## config.mk

```make
export PLATFORM = sky130hd
export DESIGN_NAME = pipe_fwd_chain_flat
export DESIGN_NICKNAME = d
export VERILOG_FILES = /design/src/rtl/pipe_fwd_chain_if.sv /design/src/rtl/pipe_fwd_chain.sv /design/src/flat_wrapper.sv
export SDC_FILE = /design/constraint.sdc
export NUM_CORES = 1
export LEC_CHECK = 0
export CAP_MARGIN = 40
export CORE_MARGIN = 3
export CORE_UTILIZATION = 40
export DETAILED_ROUTE_END_ITERATION = 7
export DONT_BUFFER_PORTS = 1
export PLACE_DENSITY_LB_ADDON = 0.05
export SLEW_MARGIN = 25
export SYNTH_ARGS = -nofsm -noshare
export SYNTH_HDL_FRONTEND = slang
export SYNTH_SLANG_ARGS = --single-unit
```

## constraint.sdc

```tcl
create_clock -name clk -period 5.2 [get_ports clk]
set_clock_uncertainty 0.15 [all_clocks]
set_input_delay 0.78 -clock clk [delete_from_list [all_inputs] [get_ports clk]]
set_output_delay 0.78 -clock clk [all_outputs]
set_load 0.005 [all_outputs]
```

## src/rtl/pipe_fwd_chain_if.sv

```systemverilog
// rtl/pipe_fwd_chain_if.sv - ID-stage issue/lookup bundle for pipe_fwd_chain (PIPE_FWD_PERF_CNT_EN adds counters)
interface pipe_fwd_chain_if #(
  parameter int XLEN   = 32,
  parameter int STAGES = 3,
  parameter int SELW   = $clog2(STAGES + 1),
  parameter int RSW    = $clog2(STAGES)
);
  logic                     i_issueValid;
  logic [4:0]               i_issueRd;
  logic                     i_issueRegWrite;
  logic [RSW-1:0]           i_issueReadyStage;
  logic [4:0]               i_rs1;
  logic [4:0]               i_rs2;
  logic                     i_rs1Used;
  logic                     i_rs2Used;
  logic                     i_flush;
  logic [STAGES*XLEN-1:0]   i_stageResult;
  logic                     o_stall;
  logic [SELW-1:0]          o_fwd1Sel;
  logic [SELW-1:0]          o_fwd2Sel;
  logic [XLEN-1:0]          o_fwd1Data;
  logic [XLEN-1:0]          o_fwd2Data;
  logic                     o_retireValid;
  logic [4:0]               o_retireRd;
`ifdef PIPE_FWD_PERF_CNT_EN
  logic [31:0]              o_stallCnt;
  logic [31:0]              o_fwdCnt;
`endif

  modport master (
    output i_issueValid, i_issueRd, i_issueRegWrite, i_issueReadyStage,
    output i_rs1, i_rs2, i_rs1Used, i_rs2Used, i_flush, i_stageResult,
`ifdef PIPE_FWD_PERF_CNT_EN
    input  o_stallCnt, o_fwdCnt,
`endif
    input  o_stall, o_fwd1Sel, o_fwd2Sel, o_fwd1Data, o_fwd2Data,
    input  o_retireValid, o_retireRd
  );

  modport slave (
    input  i_issueValid, i_issueRd, i_issueRegWrite, i_issueReadyStage,
    input  i_rs1, i_rs2, i_rs1Used, i_rs2Used, i_flush, i_stageResult,
`ifdef PIPE_FWD_PERF_CNT_EN
    output o_stallCnt, o_fwdCnt,
`endif
    output o_stall, o_fwd1Sel, o_fwd2Sel, o_fwd1Data, o_fwd2Data,
    output o_retireValid, o_retireRd
  );
endinterface

```

## src/rtl/pipe_fwd_chain.sv

```systemverilog
// rtl/pipe_fwd_chain.sv - in-flight writer tracking and operand bypass (PIPE_FWD_PERF_CNT_EN adds counters)
module pipe_fwd_chain #(
  parameter int XLEN   = 32,
  parameter int STAGES = 3,
  parameter int SELW   = $clog2(STAGES + 1),
  parameter int RSW    = $clog2(STAGES)
) (
  input  logic             clk,
  input  logic             reset_x,
  pipe_fwd_chain_if.slave  bus
);
  localparam int LAST = STAGES - 1;

  logic                   st_valid [STAGES];
  logic [4:0]             st_rd    [STAGES];
  logic                   st_rw    [STAGES];
  logic [RSW-1:0]         st_rdy   [STAGES];

  logic [STAGES*XLEN-1:0] stage_result;
  logic [4:0]             src_rs    [2];
  logic                   src_used  [2];
  logic                   src_stall [2];
  logic [SELW-1:0]        src_sel   [2];
  logic [XLEN-1:0]        src_data  [2];
  logic                   stall;
  logic                   load0;
  logic [RSW-1:0]         issue_rdy;

  assign stage_result = bus.i_stageResult;
  assign src_rs[0]    = bus.i_rs1;
  assign src_rs[1]    = bus.i_rs2;
  assign src_used[0]  = bus.i_rs1Used;
  assign src_used[1]  = bus.i_rs2Used;

  // Per source, scan oldest to youngest so the youngest matching writer is the last one assigned.
  always_comb begin
    for (int s = 0; s < 2; s++) begin
      src_stall[s] = 1'b0;
      src_sel[s]   = '0;
      src_data[s]  = '0;
      if (src_used[s] && src_rs[s] != 5'd0) begin
        for (int k = STAGES - 1; k >= 0; k--) begin
          if (st_valid[k] && st_rw[k] && st_rd[k] == src_rs[s]) begin
            src_sel[s]   = SELW'(k + 1);
            src_data[s]  = stage_result[k*XLEN +: XLEN];
            src_stall[s] = ({1'b0, st_rdy[k]} > (RSW+1)'(k));
          end
        end
      end
    end
  end

  // A killed or empty ID slot never holds the front end.
  assign stall = (src_stall[0] | src_stall[1]) & bus.i_issueValid & ~bus.i_flush;
  assign load0 = bus.i_issueValid & ~stall & ~bus.i_flush;

  // Out-of-range ready stages collapse onto the last tracked stage.
  always_comb begin
    issue_rdy = bus.i_issueReadyStage;
    if ({1'b0, bus.i_issueReadyStage} > (RSW+1)'(LAST))
      issue_rdy = RSW'(LAST);
  end

  // Shift register of writer records; stage 0 takes the issue or a bubble.
  always_ff @(posedge clk or negedge reset_x) begin
    if (!reset_x) begin
      for (int k = 0; k < STAGES; k++) begin
        st_valid[k] <= 1'b0;
        st_rd[k]    <= 5'd0;
        st_rw[k]    <= 1'b0;
        st_rdy[k]   <= '0;
      end
    end else begin
      if (load0) begin
        st_valid[0] <= 1'b1;
        st_rd[0]    <= bus.i_issueRd;
        st_rw[0]    <= bus.i_issueRegWrite;
        st_rdy[0]   <= issue_rdy;
      end else begin
        st_valid[0] <= 1'b0;
        st_rd[0]    <= 5'd0;
        st_rw[0]    <= 1'b0;
        st_rdy[0]   <= '0;
      end
      for (int k = 1; k < STAGES; k++) begin
        st_valid[k] <= st_valid[k-1];
        st_rd[k]    <= st_rd[k-1];
        st_rw[k]    <= st_rw[k-1];
        st_rdy[k]   <= st_rdy[k-1];
      end
    end
  end

  assign bus.o_stall       = stall;
  assign bus.o_fwd1Sel     = src_sel[0];
  assign bus.o_fwd2Sel     = src_sel[1];
  assign bus.o_fwd1Data    = src_data[0];
  assign bus.o_fwd2Data    = src_data[1];
  assign bus.o_retireValid = st_valid[LAST] & st_rw[LAST];
  assign bus.o_retireRd    = st_rd[LAST];

`ifdef PIPE_FWD_PERF_CNT_EN
  logic [31:0] stall_cnt;
  logic [31:0] fwd_cnt;
  logic [1:0]  fwd_inc;

  assign fwd_inc = {1'b0, (src_sel[0] != '0) & ~src_stall[0]}
                 + {1'b0, (src_sel[1] != '0) & ~src_stall[1]};

  // Free-running event counters, wrapping naturally at 2^32.
  always_ff @(posedge clk or negedge reset_x) begin
    if (!reset_x) begin
      stall_cnt <= 32'd0;
      fwd_cnt   <= 32'd0;
    end else begin
      stall_cnt <= stall_cnt + {31'd0, stall};
      fwd_cnt   <= fwd_cnt + {30'd0, fwd_inc};
    end
  end

  assign bus.o_stallCnt = stall_cnt;
  assign bus.o_fwdCnt   = fwd_cnt;
`endif
endmodule

```

## src/flat_wrapper.sv

```systemverilog
// flat-port wrapper written by rule: the top's interface ports become plain ports
module pipe_fwd_chain_flat 
#(
  parameter int XLEN   = 32,
  parameter int STAGES = 3,
  parameter int SELW   = $clog2(STAGES + 1),
  parameter int RSW    = $clog2(STAGES)
)
  (clk, reset_x, bus_i_issueValid, bus_i_issueRd, bus_i_issueRegWrite, bus_i_issueReadyStage, bus_i_rs1, bus_i_rs2, bus_i_rs1Used, bus_i_rs2Used, bus_i_flush, bus_i_stageResult, bus_o_stall, bus_o_fwd1Sel, bus_o_fwd2Sel, bus_o_fwd1Data, bus_o_fwd2Data, bus_o_retireValid, bus_o_retireRd);
  pipe_fwd_chain_if #(.XLEN(XLEN), .STAGES(STAGES), .SELW(SELW), .RSW(RSW)) bus_i ();
  input  logic clk;
  input  logic reset_x;
  input wire logic [$bits(bus_i.i_issueValid)-1:0] bus_i_issueValid;
  input wire logic [$bits(bus_i.i_issueRd)-1:0] bus_i_issueRd;
  input wire logic [$bits(bus_i.i_issueRegWrite)-1:0] bus_i_issueRegWrite;
  input wire logic [$bits(bus_i.i_issueReadyStage)-1:0] bus_i_issueReadyStage;
  input wire logic [$bits(bus_i.i_rs1)-1:0] bus_i_rs1;
  input wire logic [$bits(bus_i.i_rs2)-1:0] bus_i_rs2;
  input wire logic [$bits(bus_i.i_rs1Used)-1:0] bus_i_rs1Used;
  input wire logic [$bits(bus_i.i_rs2Used)-1:0] bus_i_rs2Used;
  input wire logic [$bits(bus_i.i_flush)-1:0] bus_i_flush;
  input wire logic [$bits(bus_i.i_stageResult)-1:0] bus_i_stageResult;
  output wire logic [$bits(bus_i.o_stall)-1:0] bus_o_stall;
  output wire logic [$bits(bus_i.o_fwd1Sel)-1:0] bus_o_fwd1Sel;
  output wire logic [$bits(bus_i.o_fwd2Sel)-1:0] bus_o_fwd2Sel;
  output wire logic [$bits(bus_i.o_fwd1Data)-1:0] bus_o_fwd1Data;
  output wire logic [$bits(bus_i.o_fwd2Data)-1:0] bus_o_fwd2Data;
  output wire logic [$bits(bus_i.o_retireValid)-1:0] bus_o_retireValid;
  output wire logic [$bits(bus_i.o_retireRd)-1:0] bus_o_retireRd;
  assign bus_i.i_issueValid = bus_i_issueValid;
  assign bus_i.i_issueRd = bus_i_issueRd;
  assign bus_i.i_issueRegWrite = bus_i_issueRegWrite;
  assign bus_i.i_issueReadyStage = bus_i_issueReadyStage;
  assign bus_i.i_rs1 = bus_i_rs1;
  assign bus_i.i_rs2 = bus_i_rs2;
  assign bus_i.i_rs1Used = bus_i_rs1Used;
  assign bus_i.i_rs2Used = bus_i_rs2Used;
  assign bus_i.i_flush = bus_i_flush;
  assign bus_i.i_stageResult = bus_i_stageResult;
  assign bus_o_stall = bus_i.o_stall;
  assign bus_o_fwd1Sel = bus_i.o_fwd1Sel;
  assign bus_o_fwd2Sel = bus_i.o_fwd2Sel;
  assign bus_o_fwd1Data = bus_i.o_fwd1Data;
  assign bus_o_fwd2Data = bus_i.o_fwd2Data;
  assign bus_o_retireValid = bus_i.o_retireValid;
  assign bus_o_retireRd = bus_i.o_retireRd;
  pipe_fwd_chain #(.XLEN(XLEN), .STAGES(STAGES), .SELW(SELW), .RSW(RSW)) u_core (.clk(clk), .reset_x(reset_x), .bus(bus_i));
endmodule
```

; Word-level counts from Yosys, hierarchy flattened
; Cells that the tools add are included.
[op_classes]
order_cmp = 4
n_eq_ne = 6
n_mux = 29
n_bitwise = 8
n_reduce_logical = 13
[ops]
columns = op, count
row1 = $mux 32, 8
row2 = $eq 5x5->1, 6
row3 = $mux 2, 10
row4 = $logic_and 1x1->1, 11
row5 = $mux 1, 10
row6 = $reduce_bool 5->1, 2
row7 = $and 1x1->1, 5
row8 = $mux 5, 1
row9 = $gt 2x1->1 const B, 2
row10 = $gt 2x2->1 const B, 2
row11 = $not 1->1, 2
row12 = $or 1x1->1, 1
[totals]
register_bits = 27
in_bits = 120
elab_cells = 72

; Depth between registers and ports, before layout
[depth]
ltp_word = 13
ltp_mapped = 9

; Least setup slack after synthesis
; Ideal clock, no wire load.
[synth_timing]
path_type = input-to-output
start = in bus_i_rs1[2]
end = out bus_o_fwd1Data[22]
arrival_time_ps = 2227
slack_ps = 2043
path_stages = 8
n_path_buf = 2
path_cell_list = buf_2 xnor2_1 nand3_1 nor3_2 nor2_1 clkbuf_1 a221oi_1 nor3_1
[synth_between]
elab_chain_len = 6
[synth_rtl]
columns = item, line_no
row1 = "start, declared", flat_wrapper.sv:17  ; input wire logic [$bits(bus_i.i_rs1)-1:0] bus_i_rs1;
row2 = $eq 5x5->1, pipe_fwd_chain.sv:43  ; if (st_valid[k] && st_rw[k] && st_rd[k] == src_rs[s]) begin
row3 = $logic_and 1x1->1, pipe_fwd_chain.sv:43
row4 = $mux 32 (3 in a row), pipe_fwd_chain.sv:43
row5 = $mux 32 *, pipe_fwd_chain.sv:41  ; if (src_used[s] && src_rs[s] != 5'd0) begin
row6 = "end, declared", flat_wrapper.sv:26  ; output wire logic [$bits(bus_i.o_fwd1Data)-1:0] bus_o_fwd1Data;
; Every way passes the cells marked *; elsewhere a longest branch is shown, timed or not.

; Worst setup path after layout
[layout_timing]
start = in bus_i_rs2[2]
end = out bus_o_fwd2Data[22]
[layout_between]
elab_chain_len = 6
[layout_rtl]
columns = item, line_no
row1 = "start, declared", flat_wrapper.sv:18  ; input wire logic [$bits(bus_i.i_rs2)-1:0] bus_i_rs2;
row2 = $eq 5x5->1, pipe_fwd_chain.sv:43
row3 = $logic_and 1x1->1, pipe_fwd_chain.sv:43
row4 = $mux 32 (3 in a row), pipe_fwd_chain.sv:43
row5 = $mux 32 *, pipe_fwd_chain.sv:41
row6 = "end, declared", flat_wrapper.sv:27  ; output wire logic [$bits(bus_i.o_fwd2Data)-1:0] bus_o_fwd2Data;
; Marks and branches as above.

==> reports/metrics.cfg <==
[timing]
timing.fmax_ghz=0.269
final_max_slew_viol_count=0
setup_viol=0
hold_viol=0
worstMarginPinSlew_ns=0.821
max-slew-margin-rel=0.453
fin_hold_ws_ns=0.0416
final.setup.tns_ns=0
rsz0062_at_grt=no
fin_crit_sh=0.714
final.min_clock_period_ns=3.71

[global_route]
grt_pass1_vias=2615
grt_usage=0.232
overflow=0
grt_pass1_wl_um=13900
grt_antenna_before_repair=0
grt_max_degree=35

[worst_setup_path]
cp_top_family=simple AND/OR/NAND/NOR gates
worstReg2RegStart=u_core.st_rd[12]
critPathKind=primary input to primary output
crit_buf_inv=1
crit_chain=xor2_1 > nor4_2 > and3_1 > buf_4 > a221oi_1 > nor3_1
required_ns=4.27
cp_slowest_cell=and3_1
slowest_delay_ns=0.75
cp-start-kind=primary input
cp-startpoint=bus_i_rs2[2]
cp-end-kind=primary output
cp_max_fo=19
worstPathArrival_ns=2.78

[yosys]
syn-instance-count=355
avgSynthCellArea_um2=7.35
yosys_warnings=0
synth_area_um2=2610
ys_ff_latch=27
syn_nets=475
ys_types=27
ys_seq_area_frac=0.259

[routing]
top_layer_used=met4
wl_met3_um=1020
drt_wl_total_um=9560
drc=0
drt-pass1-iter-count=4
viasPerCell=6.74
route.vias.total=2731
drtIter0Drc=118
route.met2.wl_um=4870
ant_nets=0
met1_length_um=3640
route.detailed.wl_per_inst_um=23.6

[floorplanning]
rows=28
design.die.area_um2=7530
io_pins=195
dieHeight_um=86.8
coreArea_um2=6130
initial_utilization=0.426
die_width_um=86.8

[placed_design]
dpl.hpwl_um=6930
port_buffers=0
gp_congestion=0.814

[cells_and_area]
final_cell_mix=78 x nor2_1, 68 x nor3_1, 64 x a221oi_1
nets=451
antenna-diode-count=0
syn_to_final_growth_pct=3.07
final_common_cell=nor2_1
layout-drive-gt1-share=0.0727

[power_and_ir_drop]
p_leak_nw=0.927
p_per_area_nw_per_um2=145
ir_drop_mv=0.134

[clock_network]
cts_tree=done
cts-root-buf=clkbuf_8
cts.sinks=27
cts_buffers=3
cts.hold.buffers_added=0
clock_latency_ns=0.27
cts_setup_buffers=0
cts_resized=0
cts.reportedPaths.clkPinSlew_ns=0.09
cts_buffer_depth=2
cts.htree.levels=1

[min_path]
hold_path.class=primary input to async pin

[job]
cap_violations=0

[run_status]
status=finished clean

==> metal layers <==
metal  GRT usage  vias to the layer above
met3      0.0466                        8
met2       0.392                      161
met1       0.307                     1287
met4      0.0453                        0
li1            -                     1275
met5           0                        -
==> path summary, 6_finish.rpt <==
check | end | slack (ns) | cells past startpoint
setup reg to reg | u_core.st_rdy[4] | 2.53 | 6
min in group clk | u_core.st_rdy[0] | 0.21 | 0
max in group asynchronous | u_core.st_rdy[3] | 4.77 | 0
hold / removal | u_core.st_rd[14] | 0.04 | 0
hold reg to reg | u_core.st_rdy[0] | 0.21 | 0
setup / recovery | bus_o_fwd2Data[22] | 1.49 | 6
==> sequential cells by signal (all words and copies together), names as in the netlist <==
signal,count
u_core.st_rdy,6
u_core.bus.o_retireRd,5
u_core.st_rw,3
u_core.st_valid,3
u_core.st_rd,10
==> cells in the mapped netlist, drive strengths merged <==
cell    number  area (um^2)
buf         12         71.3
and2         2         12.5
and3         2         12.5
and4bb       1         12.5
nor4         1         12.5
xnor2       16          140
dfrtp       27          676
xor2        14          123
o21ai        2         25.0
nor2        80          300
nor3        71          370
o211ai       2         15.0
nor2b        4         25.0
nand4        1         6.26
clkbuf      29          109
or4          2         18.8
nand3        8         40.0
or3          3         18.8
a21oi        2         10.0
a22o         1         8.76
a221oi      64          561
nand2       11         41.3
==> power by group <==
part	internal [mW]	switching, mW	total [mW]
logic	0.0200	0.0278	0.0477
registers	0.218	0.00707	0.225
clock network	0.0548	0.0614	0.116
==> through the flow <==
step / cells / power [mW] / cell area (um^2) / worst slack, ns / utilization
floorplan: 355 / 0.268 / 2610 / 2.04 / -
detailed placement: 399 / 0.276 / 2620 / 1.49 / 0.428
CTS: 403 / 0.392 / 2670 / 1.50 / 0.435
global route: 405 / 0.408 / 2690 / 1.37 / 0.439
global placement: 399 / 0.276 / 2620 / 1.52 / 0.428
finish: 405 / 0.389 / 2690 / 1.49 / 0.439
==> layout make-up <==
class                           instances  area [um^2]
Multi-Input combinational cell        287         1780
Fill cell                             628         3440
Timing Repair Buffer                   12         97.6
Tap cell                               75         93.8
Sequential cell                        27          676
Clock buffer                            4         45.0
==> worst reg2reg max path: cells and delay by family, from the launching register on <==
family / cells / cell delay (ns)
AND/OR/NAND/NOR: 3 / 1.35
XOR/XNOR: 1 / 0.19
flip-flops: 1 / 0.43
AO/OA/AOI/OAI: 2 / 0.49
==> logic make-up after synthesis <==
group | share of synthesized area
AOI/OAI and AO/OA | 0.237
xor gates and xnor gates | 0.101
buffers and inverters | 0.0691
DFF | 0.259
and+or+nand+nor | 0.334
No activity file was read; power rests on OpenSTA's default activity.
